$ cat src/rtl/trap_pkg.sv
// -----------------------------------------------------------------------------
// trap_pkg
// Shared definitions for the supervisor/machine trap controller: CSR indices,
// the system-instruction encodings decoded at writeback, exception cause codes
// and the trap sequencing FSM state type.
// -----------------------------------------------------------------------------
package trap_pkg;

    // CSR indices held by the trap CSR file
    localparam logic [11:0] CSR_STVEC  = 12'h105;
    localparam logic [11:0] CSR_SEPC   = 12'h141;
    localparam logic [11:0] CSR_SCAUSE = 12'h142;
    localparam logic [11:0] CSR_MTVEC  = 12'h305;
    localparam logic [11:0] CSR_MEPC   = 12'h341;
    localparam logic [11:0] CSR_MCAUSE = 12'h342;

    // Full instruction words recognised at writeback
    localparam logic [31:0] INST_ECALL = 32'h0000_0073;
    localparam logic [31:0] INST_UNIMP = 32'hc000_1073;
    localparam logic [31:0] INST_SRET  = 32'h1020_0073;
    localparam logic [31:0] INST_MRET  = 32'h3020_0073;

    // Exception cause codes written to scause
    localparam logic [3:0] CAUSE_ILLEGAL_INST = 4'd2;
    localparam logic [3:0] CAUSE_ECALL        = 4'd8;

    // Trap sequencing: one flush cycle, then hold the redirect until accepted
    typedef enum logic [1:0] {
        ST_IDLE,
        ST_FLUSH,
        ST_REDIRECT
    } trap_state_e;

endpackage

$ cat src/rtl/trap_csr_file.sv
// -----------------------------------------------------------------------------
// trap_csr_file
// Storage for stvec/sepc/scause/mtvec/mepc/mcause with a combinational read
// port and a dedicated trap-capture write port.
//
// Ports:
//   clk, rst          clock, asynchronous active-high reset
//   csr_we_i          software CSR write strobe
//   csr_addr_i        CSR index for both read and write
//   csr_wdata_i       software CSR write data
//   csr_rdata_o       combinational read of csr_addr_i (0 for unknown index)
//   trap_we_i         trap capture strobe (updates sepc and scause)
//   trap_epc_i        value captured into sepc
//   trap_cause_i      value captured into scause
//   stvec_o/sepc_o/mepc_o  low PC_W bits of the redirect source CSRs
// -----------------------------------------------------------------------------
module trap_csr_file
    import trap_pkg::*;
#(
    parameter int XLEN = 64,
    parameter int PC_W = 32
) (
    input  logic            clk,
    input  logic            rst,
    input  logic            csr_we_i,
    input  logic [11:0]     csr_addr_i,
    input  logic [XLEN-1:0] csr_wdata_i,
    output logic [XLEN-1:0] csr_rdata_o,
    input  logic            trap_we_i,
    input  logic [XLEN-1:0] trap_epc_i,
    input  logic [XLEN-1:0] trap_cause_i,
    output logic [PC_W-1:0] stvec_o,
    output logic [PC_W-1:0] sepc_o,
    output logic [PC_W-1:0] mepc_o
);

    logic [XLEN-1:0] stvec_q;
    logic [XLEN-1:0] sepc_q;
    logic [XLEN-1:0] scause_q;
    logic [XLEN-1:0] mtvec_q;
    logic [XLEN-1:0] mepc_q;
    logic [XLEN-1:0] mcause_q;

    // Software writes first, trap capture afterwards: when both hit sepc or
    // scause in the same cycle the later non-blocking assignment (the trap)
    // wins, while a software write to any other CSR still lands.
    always_ff @(posedge clk or posedge rst) begin
        if (rst) begin
            stvec_q  <= '0;
            sepc_q   <= '0;
            scause_q <= '0;
            mtvec_q  <= '0;
            mepc_q   <= '0;
            mcause_q <= '0;
        end else begin
            if (csr_we_i) begin
                case (csr_addr_i)
                    CSR_STVEC:  stvec_q  <= csr_wdata_i;
                    CSR_SEPC:   sepc_q   <= csr_wdata_i;
                    CSR_SCAUSE: scause_q <= csr_wdata_i;
                    CSR_MTVEC:  mtvec_q  <= csr_wdata_i;
                    CSR_MEPC:   mepc_q   <= csr_wdata_i;
                    CSR_MCAUSE: mcause_q <= csr_wdata_i;
                    default:    ;
                endcase
            end
            if (trap_we_i) begin
                sepc_q   <= trap_epc_i;
                scause_q <= trap_cause_i;
            end
        end
    end

    // Read mux: unknown indices read as zero
    always_comb begin
        csr_rdata_o = '0;
        case (csr_addr_i)
            CSR_STVEC:  csr_rdata_o = stvec_q;
            CSR_SEPC:   csr_rdata_o = sepc_q;
            CSR_SCAUSE: csr_rdata_o = scause_q;
            CSR_MTVEC:  csr_rdata_o = mtvec_q;
            CSR_MEPC:   csr_rdata_o = mepc_q;
            CSR_MCAUSE: csr_rdata_o = mcause_q;
            default:    csr_rdata_o = '0;
        endcase
    end

    assign stvec_o = stvec_q[PC_W-1:0];
    assign sepc_o  = sepc_q[PC_W-1:0];
    assign mepc_o  = mepc_q[PC_W-1:0];

endmodule

$ cat src/rtl/trap_ctrl.sv
// -----------------------------------------------------------------------------
// trap_ctrl
// Decodes ecall/unimp/sret/mret at writeback, captures trap state into the
// CSR file, then flushes the pipeline for one cycle and offers a redirect
// that is held until the PC register accepts it.
//
// Ports:
//   clk, rst                        clock, asynchronous active-high reset
//   wb_valid, wb_inst, wb_pc        retiring instruction
//   csr_we, csr_addr, csr_wdata     software CSR write port
//   csr_rdata                       combinational CSR read of csr_addr
//   flush                           kill younger stages (one cycle)
//   stall                           freeze fetch/retire while sequencing
//   redirect_valid/ready/pc         redirect handshake to the PC register
// -----------------------------------------------------------------------------
module trap_ctrl
    import trap_pkg::*;
#(
    parameter int XLEN = 64,
    parameter int PC_W = 32
) (
    input  logic            clk,
    input  logic            rst,
    input  logic            wb_valid,
    input  logic [31:0]     wb_inst,
    input  logic [PC_W-1:0] wb_pc,
    input  logic            csr_we,
    input  logic [11:0]     csr_addr,
    input  logic [XLEN-1:0] csr_wdata,
    output logic [XLEN-1:0] csr_rdata,
    output logic            flush,
    output logic            stall,
    output logic            redirect_valid,
    input  logic            redirect_ready,
    output logic [PC_W-1:0] redirect_pc
);

    trap_state_e     state_q;
    logic [PC_W-1:0] target_q;
    logic [PC_W-1:0] target_d;
    logic            flush_q;
    logic            stall_q;
    logic            redirectValid_q;
    logic [PC_W-1:0] redirectPc_q;

    logic [PC_W-1:0] stvecPc;
    logic [PC_W-1:0] sepcPc;
    logic [PC_W-1:0] mepcPc;

    logic            eventValid;
    logic            isEcall;
    logic            isUnimp;
    logic            isSret;
    logic            isMret;
    logic            trapTake;
    logic            returnTake;
    logic [XLEN-1:0] trapCause;

    // Retirement events are only honoured while idle; anything arriving
    // during a flush or redirect is dropped.
    assign eventValid = wb_valid && (state_q == ST_IDLE);
    assign isEcall    = eventValid && (wb_inst == INST_ECALL);
    assign isUnimp    = eventValid && (wb_inst == INST_UNIMP);
    assign isSret     = eventValid && (wb_inst == INST_SRET);
    assign isMret     = eventValid && (wb_inst == INST_MRET);
    assign trapTake   = isEcall || isUnimp;
    assign returnTake = isSret || isMret;
    assign trapCause  = isEcall ? XLEN'(CAUSE_ECALL) : XLEN'(CAUSE_ILLEGAL_INST);

    trap_csr_file #(
        .XLEN (XLEN),
        .PC_W (PC_W)
    ) u_csr_file (
        .clk          (clk),
        .rst          (rst),
        .csr_we_i     (csr_we),
        .csr_addr_i   (csr_addr),
        .csr_wdata_i  (csr_wdata),
        .csr_rdata_o  (csr_rdata),
        .trap_we_i    (trapTake),
        .trap_epc_i   (XLEN'(wb_pc)),
        .trap_cause_i (trapCause),
        .stvec_o      (stvecPc),
        .sepc_o       (sepcPc),
        .mepc_o       (mepcPc)
    );

    // Redirect target chosen from pre-edge CSR values; trap vectors are
    // forced to direct mode by clearing the two mode bits.
    always_comb begin
        target_d = target_q;
        if (trapTake) begin
            target_d = {stvecPc[PC_W-1:2], 2'b00};
        end else if (isSret) begin
            target_d = sepcPc;
        end else if (isMret) begin
            target_d = mepcPc;
        end
    end

    // Sequencer with registered outputs: flush is high for the single FLUSH
    // cycle, the redirect is presented from the following cycle and held
    // until accepted. Reset aborts the sequence at any point.
    always_ff @(posedge clk or posedge rst) begin
        if (rst) begin
            state_q         <= ST_IDLE;
            target_q        <= '0;
            flush_q         <= 1'b0;
            stall_q         <= 1'b0;
            redirectValid_q <= 1'b0;
            redirectPc_q    <= '0;
        end else begin
            case (state_q)
                ST_IDLE: begin
                    if (trapTake || returnTake) begin
                        state_q  <= ST_FLUSH;
                        target_q <= target_d;
                        flush_q  <= 1'b1;
                        stall_q  <= 1'b1;
                    end
                end
                ST_FLUSH: begin
                    state_q         <= ST_REDIRECT;
                    flush_q         <= 1'b0;
                    redirectValid_q <= 1'b1;
                    redirectPc_q    <= target_q;
                end
                ST_REDIRECT: begin
                    if (redirect_ready) begin
                        state_q         <= ST_IDLE;
                        stall_q         <= 1'b0;
                        redirectValid_q <= 1'b0;
                        redirectPc_q    <= '0;
                    end
                end
                default: begin
                    state_q         <= ST_IDLE;
                    flush_q         <= 1'b0;
                    stall_q         <= 1'b0;
                    redirectValid_q <= 1'b0;
                    redirectPc_q    <= '0;
                end
            endcase
        end
    end

    assign flush          = flush_q;
    assign stall          = stall_q;
    assign redirect_valid = redirectValid_q;
    assign redirect_pc    = redirectPc_q;

endmodule

$ cat config.mk
export PLATFORM = sky130hd
export DESIGN_NAME = trap_ctrl
export DESIGN_NICKNAME = d
export VERILOG_FILES = /design/src/rtl/trap_pkg.sv /design/src/rtl/trap_csr_file.sv /design/src/rtl/trap_ctrl.sv
export SDC_FILE = /design/constraint.sdc
export NUM_CORES = 1
export LEC_CHECK = 0
export ABC_AREA = 1
export ABC_CLOCK_PERIOD_IN_PS = 17500
export CAP_MARGIN = 10
export CORE_MARGIN = 2
export CORE_UTILIZATION = 45
export DETAILED_ROUTE_END_ITERATION = 8
export GPL_TIMING_DRIVEN = 1
export MAX_ROUTING_LAYER = met4
export PLACE_DENSITY = 0.75
export RECOVER_POWER = 50
export SKIP_CTS_REPAIR_TIMING = 1
export SYNTH_ARGS = -nofsm -noshare
export SYNTH_HDL_FRONTEND = slang
export SYNTH_SLANG_ARGS = --single-unit
$ cat constraint.sdc
create_clock -name clk -period 17.5 [get_ports clk]
set_input_delay 3.5 -clock clk [delete_from_list [all_inputs] [get_ports clk]]
set_output_delay 3.5 -clock clk [all_outputs]
set_load 0.02 [all_outputs]
* Yosys cells after proc, flatten, opt, wreduce, memory -nomap -nowiden
Index checks and enable logic that the tools add are counted.
Storage, ports and cells: register bits after elaboration 453, latch bits 0, RAM bits 0, memory bits (read-only) 0, memories 0
Operators by class: $add $sub $neg 0, multiply operators 0, div/mod/pow operators 0, magnitude comparators 0, equality and inequality tests 14, shifts and indexed selects 0, mux-type cells 21, bitwise logic cells 3, reduce and logical (&&, ||, !) cells 24
Operators by type and width (count):
- $mux 64 | 6
- $pmux 64 s6 | 1
- $mux 32 | 4
- $pmux 32 s3 | 1
- $eq 12x10->1 const B | 3
- $eq 12x9->1 const B | 3
- $eq 32x29->1 const B | 1
- $eq 32x30->1 const B | 1
- $eq 32x32->1 const B | 1
- $eq 32x7->1 const B | 1
- $reduce_and 2->1 | 9
- $pmux 1 s3 | 2
- $pmux 2 s3 | 1
- $reduce_and 3->1 | 2
- $reduce_bool 2->1 | 3
- $logic_and 1x1->1 | 5
- $mux 2 | 2
- $mux 4 | 1
- $logic_or 1x1->1 | 3
- $not 1->1 | 3
- $reduce_bool 3->1 | 1
- $eq 2x1->1 const B | 1
- $eq 2x2->1 const B | 1
- $logic_not 2->1 | 1
- 4 further kinds | 5

* Depth between registers and ports, before layout
depth in word-level cells 7, mapped depth 14, mapped depth without buffers 11

* By module
A second synthesis with hierarchy kept.
Unflattened totals: cells, all modules 3512, area total of the unflattened synthesis 24763.8 sq um
By module, submodules not included:
- trap_csr_file | instances 1, cells each 2926, area an instance 20701.1 sq um, seq. area each 9609.2 sq um
- trap_ctrl | instances 1, cells each 586, area an instance 4062.6 sq um, seq. area each 1726.7 sq um

* Worst setup path before layout
OpenSTA, ideal clock, no wires.
path kind input to output, from input csr_addr[11], to output csr_rdata[10], arrival 4.802 ns, setup slack 9.198 ns, stages on the path 9, path buffers 2, cell sequence or2_1 -> nor3_2 -> and2_1 -> buf_2 -> buf_1 -> nand2_1 -> nand2_1 -> nor2_1 -> nand3_1
On the way: cells in the longest elaborated chain, start to end 2, elaborated cells on any way between the ends 7, classes of those cells eq/ne: 6; mux: 1
RTL lines:
- from (decl) | line trap_ctrl.sv:28 | input logic [11:0] csr_addr,
- $eq 12x10->1 / $eq 12x9->1 (equally long branches) | line trap_csr_file.sv:77 | case (csr_addr_i)
- $pmux 64 s6 (*) | line trap_csr_file.sv:77
- to (decl) | line trap_ctrl.sv:30 | output logic [XLEN-1:0] csr_rdata,
Every way passes the cells marked *; elsewhere a longest branch is shown, timed or not.

==> qor.csv <==
stage;metric;value;unit
status;status;finished, violations left;
status;failing checks;capacitance limit, slew limit;
die;area of the core;46300;um^2
setup_path;critical path's slowest cell;clkinvlp_2;
yosys;Post-Syn Area;21000;um^2
final_layout;post-route insts no fill;3484;
setup_path;Worst path max stage delay;3.11;ns
die;Initial Utilization;45.4;%
final_layout;# fillers;4278;
yosys;Yosys reg bits;453;
grt;initial antenna violation count;0;
pwr;P_int;1.71;mW
final_layout;ANT cells;0;
clock_network;CTS tree;built;
setup_path;Worst Path Arrival;10.38;ns
setup_path;crit-path max FO;125;
final_layout;fin nets;2993;
placement;placed cells;3405;
timing;Max-slew headroom;-278;%
pwr;clock share of power;46.7;%
setup_path;worst path bufs/invs;3;
setup_path;crit path capture type;async pin;
setup_path;CP top delay family;buffers and inverters;
pwr;Static Leak;12.3;nW
die;# IOs;244;
setup_path;Critical Path Start Type;input port;
route;M1 WL;27300;um
grt;largest net degree at the start of global routing;182;
yosys;Synth Instances;2697;
clock_network;CTS buffer count;48;
pwr;net switching power;0.479;mW
final_layout;Reg area;11300;um^2
setup_path;CP Cell Sequence;dlygate4sd3_1, clkinvlp_2, clkbuf_1;
timing;final worst slack;6.87;ns
route;met3 wire len;5650;um
yosys;syn nets;2842;
timing;# setup viols final;0;
yosys;sequential fraction of the synthesis area;54.0;%
pwr;power density cells;86.9;nW/um^2
final_layout;most common library cell in the layout ignoring fill and taps;nand2_1;
run;maxcap violations;5;
timing;final hold slack;0.473;ns
timing;Hold Vio Cnt, Final;0;
timing;RSZ-0062 raised after global routing;no;
die;Die Area;48400;um^2
route;Wirelength per Cell;18.5;um
clock_network;Clock Sinks;453;
placement;# port buffers;243;
clock_network;Clock Path Buffers;3;
die;overall die height;220;um
route;drt drc;0;
pwr;Power, Total;2.19;mW
timing;Final Slew Violations;377;
timing;Layout Skew;0.0123;ns
grt;total grt overflow;0;
timing;setup TNS;0;ns
clock_network;Clock Pin Slew Worst Setup and Hold Paths;0.06;ns
timing;Least-Margin Pin Slew;5.63;ns
route;top routing layer used;met4;
final_layout;commonest non-fill, non-tap cells in the layout;nand2_1 (1046), dfrtp_1 (453), o21ai_0 (390);
route;Final ANT Viol Nets;0;
min_path;Min-Delay Path Class;reg -> reg;
die;Die X;220;um
grt;vias in the first global route;18500;
placement;RePlAce Congestion;0.829;
final_layout;Multi-input gate area;8190;um^2
timing;crit path time final;10.63;ns
pwr;peak supply drop;0.0000682;V
placement;hpwl dp;37200;um
clock_network;# H-tree levels;2;
pwr;combinational share of power;4.8;%
placement;DP Worst Slack;7.10;ns
route;Vias per Instance;5.45;
timing;Final Cycle Share;60.8;%
grt;first-pass GRT wire length;101000;um
final_layout;Layout area overhead;20.2;%
final_layout;layout cells sized above 1;4.59;%
route;total wire length;64600;um
clock_network;clock latency on the worst-skew pair;0.58;ns
yosys;Ys Warns;0;
yosys;Mean Syn Cell Area;7.78;um^2
route;met2 routed WL;30200;um
timing;Max Freq;0.0940;GHz
pwr;Sw Ratio;21.9;%
pwr;part of the power in registers;48.5;%
route;Iteration-0 DRC Markers;1932;
yosys;Distinct cells, synth;32;
route;TritonRoute pass-1 iters;6;
route;via count;19000;
setup_path;critical setup path kind;in -> async;
clock_network;CTS root buf;clkbuf_16;
grt;GRT Total Usage;27.4;%
setup_path;Worst Path Required;17.24;ns
die;row count;79;
area by class of cell:
cell class	count	share of cell area, %
Clock buffer	70	5.57
Clock inverter	9	0.585
Inverter	217	3.23
Multi-Input combinational cell	1866	32.5
Sequential cell	453	44.9
Tap cell	607	3.01
Timing Repair Buffer	262	10.2
flip-flops by register name (all words and copies together) (netlist names):
name,cells
redirect_pc,32
u_csr_file.mepc_q,64
stall,1
u_csr_file.stvec_q,64
flush,1
u_csr_file.mtvec_q,64
u_csr_file.mcause_q,64
u_csr_file.sepc_q,64
u_csr_file.scause_q,64
redirect_valid,1
state_q,2
target_q,32
per-stage QoR:
| step | instance area, um^2 | utilization, % |
|---|---|---|
| global route | 25200 | 54.5 |
| finish | 25200 | 54.5 |
| global placement | 23700 | 51.2 |
| floorplan | 21000 | - |
| CTS | 25300 | 54.6 |
| detailed placement | 23700 | 51.2 |
cell families after synthesis:
logic type / Yosys count / synth area share [%]
flops: 453 / 54.0
compound gates: 470 / 11.8
buf+inv: 378 / 7.24
simple gates: 1396 / 27.0
worst paths after layout:
| check | from | cells past startpoint | to | slack (ns) |
|---|---|---|---|---|
| worst max-delay path | rst | 3 | redirect_pc[6]$_DFFE_PP0P_ | 6.87 |
| worst min-delay path | stall$_DFFE_PP0P_ | 2 | stall$_DFFE_PP0P_ | 0.47 |
| worst max register to register | state_q[0]$_DFFE_PP0P_ | 11 | target_q[1]$_DFFE_PP0P_ | 12.94 |
| worst min register to register | stall$_DFFE_PP0P_ | 2 | stall$_DFFE_PP0P_ | 0.47 |
| max in group clk | csr_addr[11] | 9 | csr_rdata[61] | 7.04 |
| min in group asynchronous | rst | 2 | u_csr_file.mepc_q[55]$_DFFE_PP0P_ | 5.12 |
routing by layer:
metal  global-route usage (%)  vias to the layer above
li1                         -                     8828
met1                     36.4                     9136
met2                     43.2                      915
met3                     4.54                      112
met4                     8.70                        0
met5                        -                        -
power by group through the flow:
stage	logic (mW)	clock network, mW	registers (mW)
detailed placement	0.109	0	1.08
global route	0.117	1.08	1.06
global placement	0.107	0	1.08
floorplan	0.0361	0	1.09
finish	0.105	1.02	1.06
CTS	0.109	1.03	1.06
synth_stat cells:
cell type  instances  area (um^2)
buf_6              4         45.0
clkinv_1           2         7.51
nand2_2            4         25.0
a31oi_1            1         6.26
or2_1              1         6.26
buf_4              1         7.51
inv_2              9         33.8
buf_1              7         26.3
nor2_4             4         45.0
a22o_1            20          175
dfrtp_1          453        11300
clkbuf_1         103          387
buf_2             44          220
nand2_1         1051         3950
nand2_4            2         22.5
o21ai_0          390         1950
nor2_2             3         18.8
and2_1             2         12.5
buf_8              1         15.0
nand3_1          165          826
nor4_1             1         6.26
nor3_2             1         10.0
a21oi_2           11         96.3
clkbuf_2           1         5.00
nand3b_1          19          143
nand4_1           22          138
o21ai_1           27          135
nor2_1           119          447
nand3_2            1         10.0
inv_1            206          773
a21oi_1           21          105
nor3_1             1         5.00
worst min-delay path, stage by stage, from the launching register on:
cell and delay (ns):
dfrtp_1 0.34, nand2_1 0.05, nand2_1 0.04
Note: power is estimated with default switching activity, not from simulation.
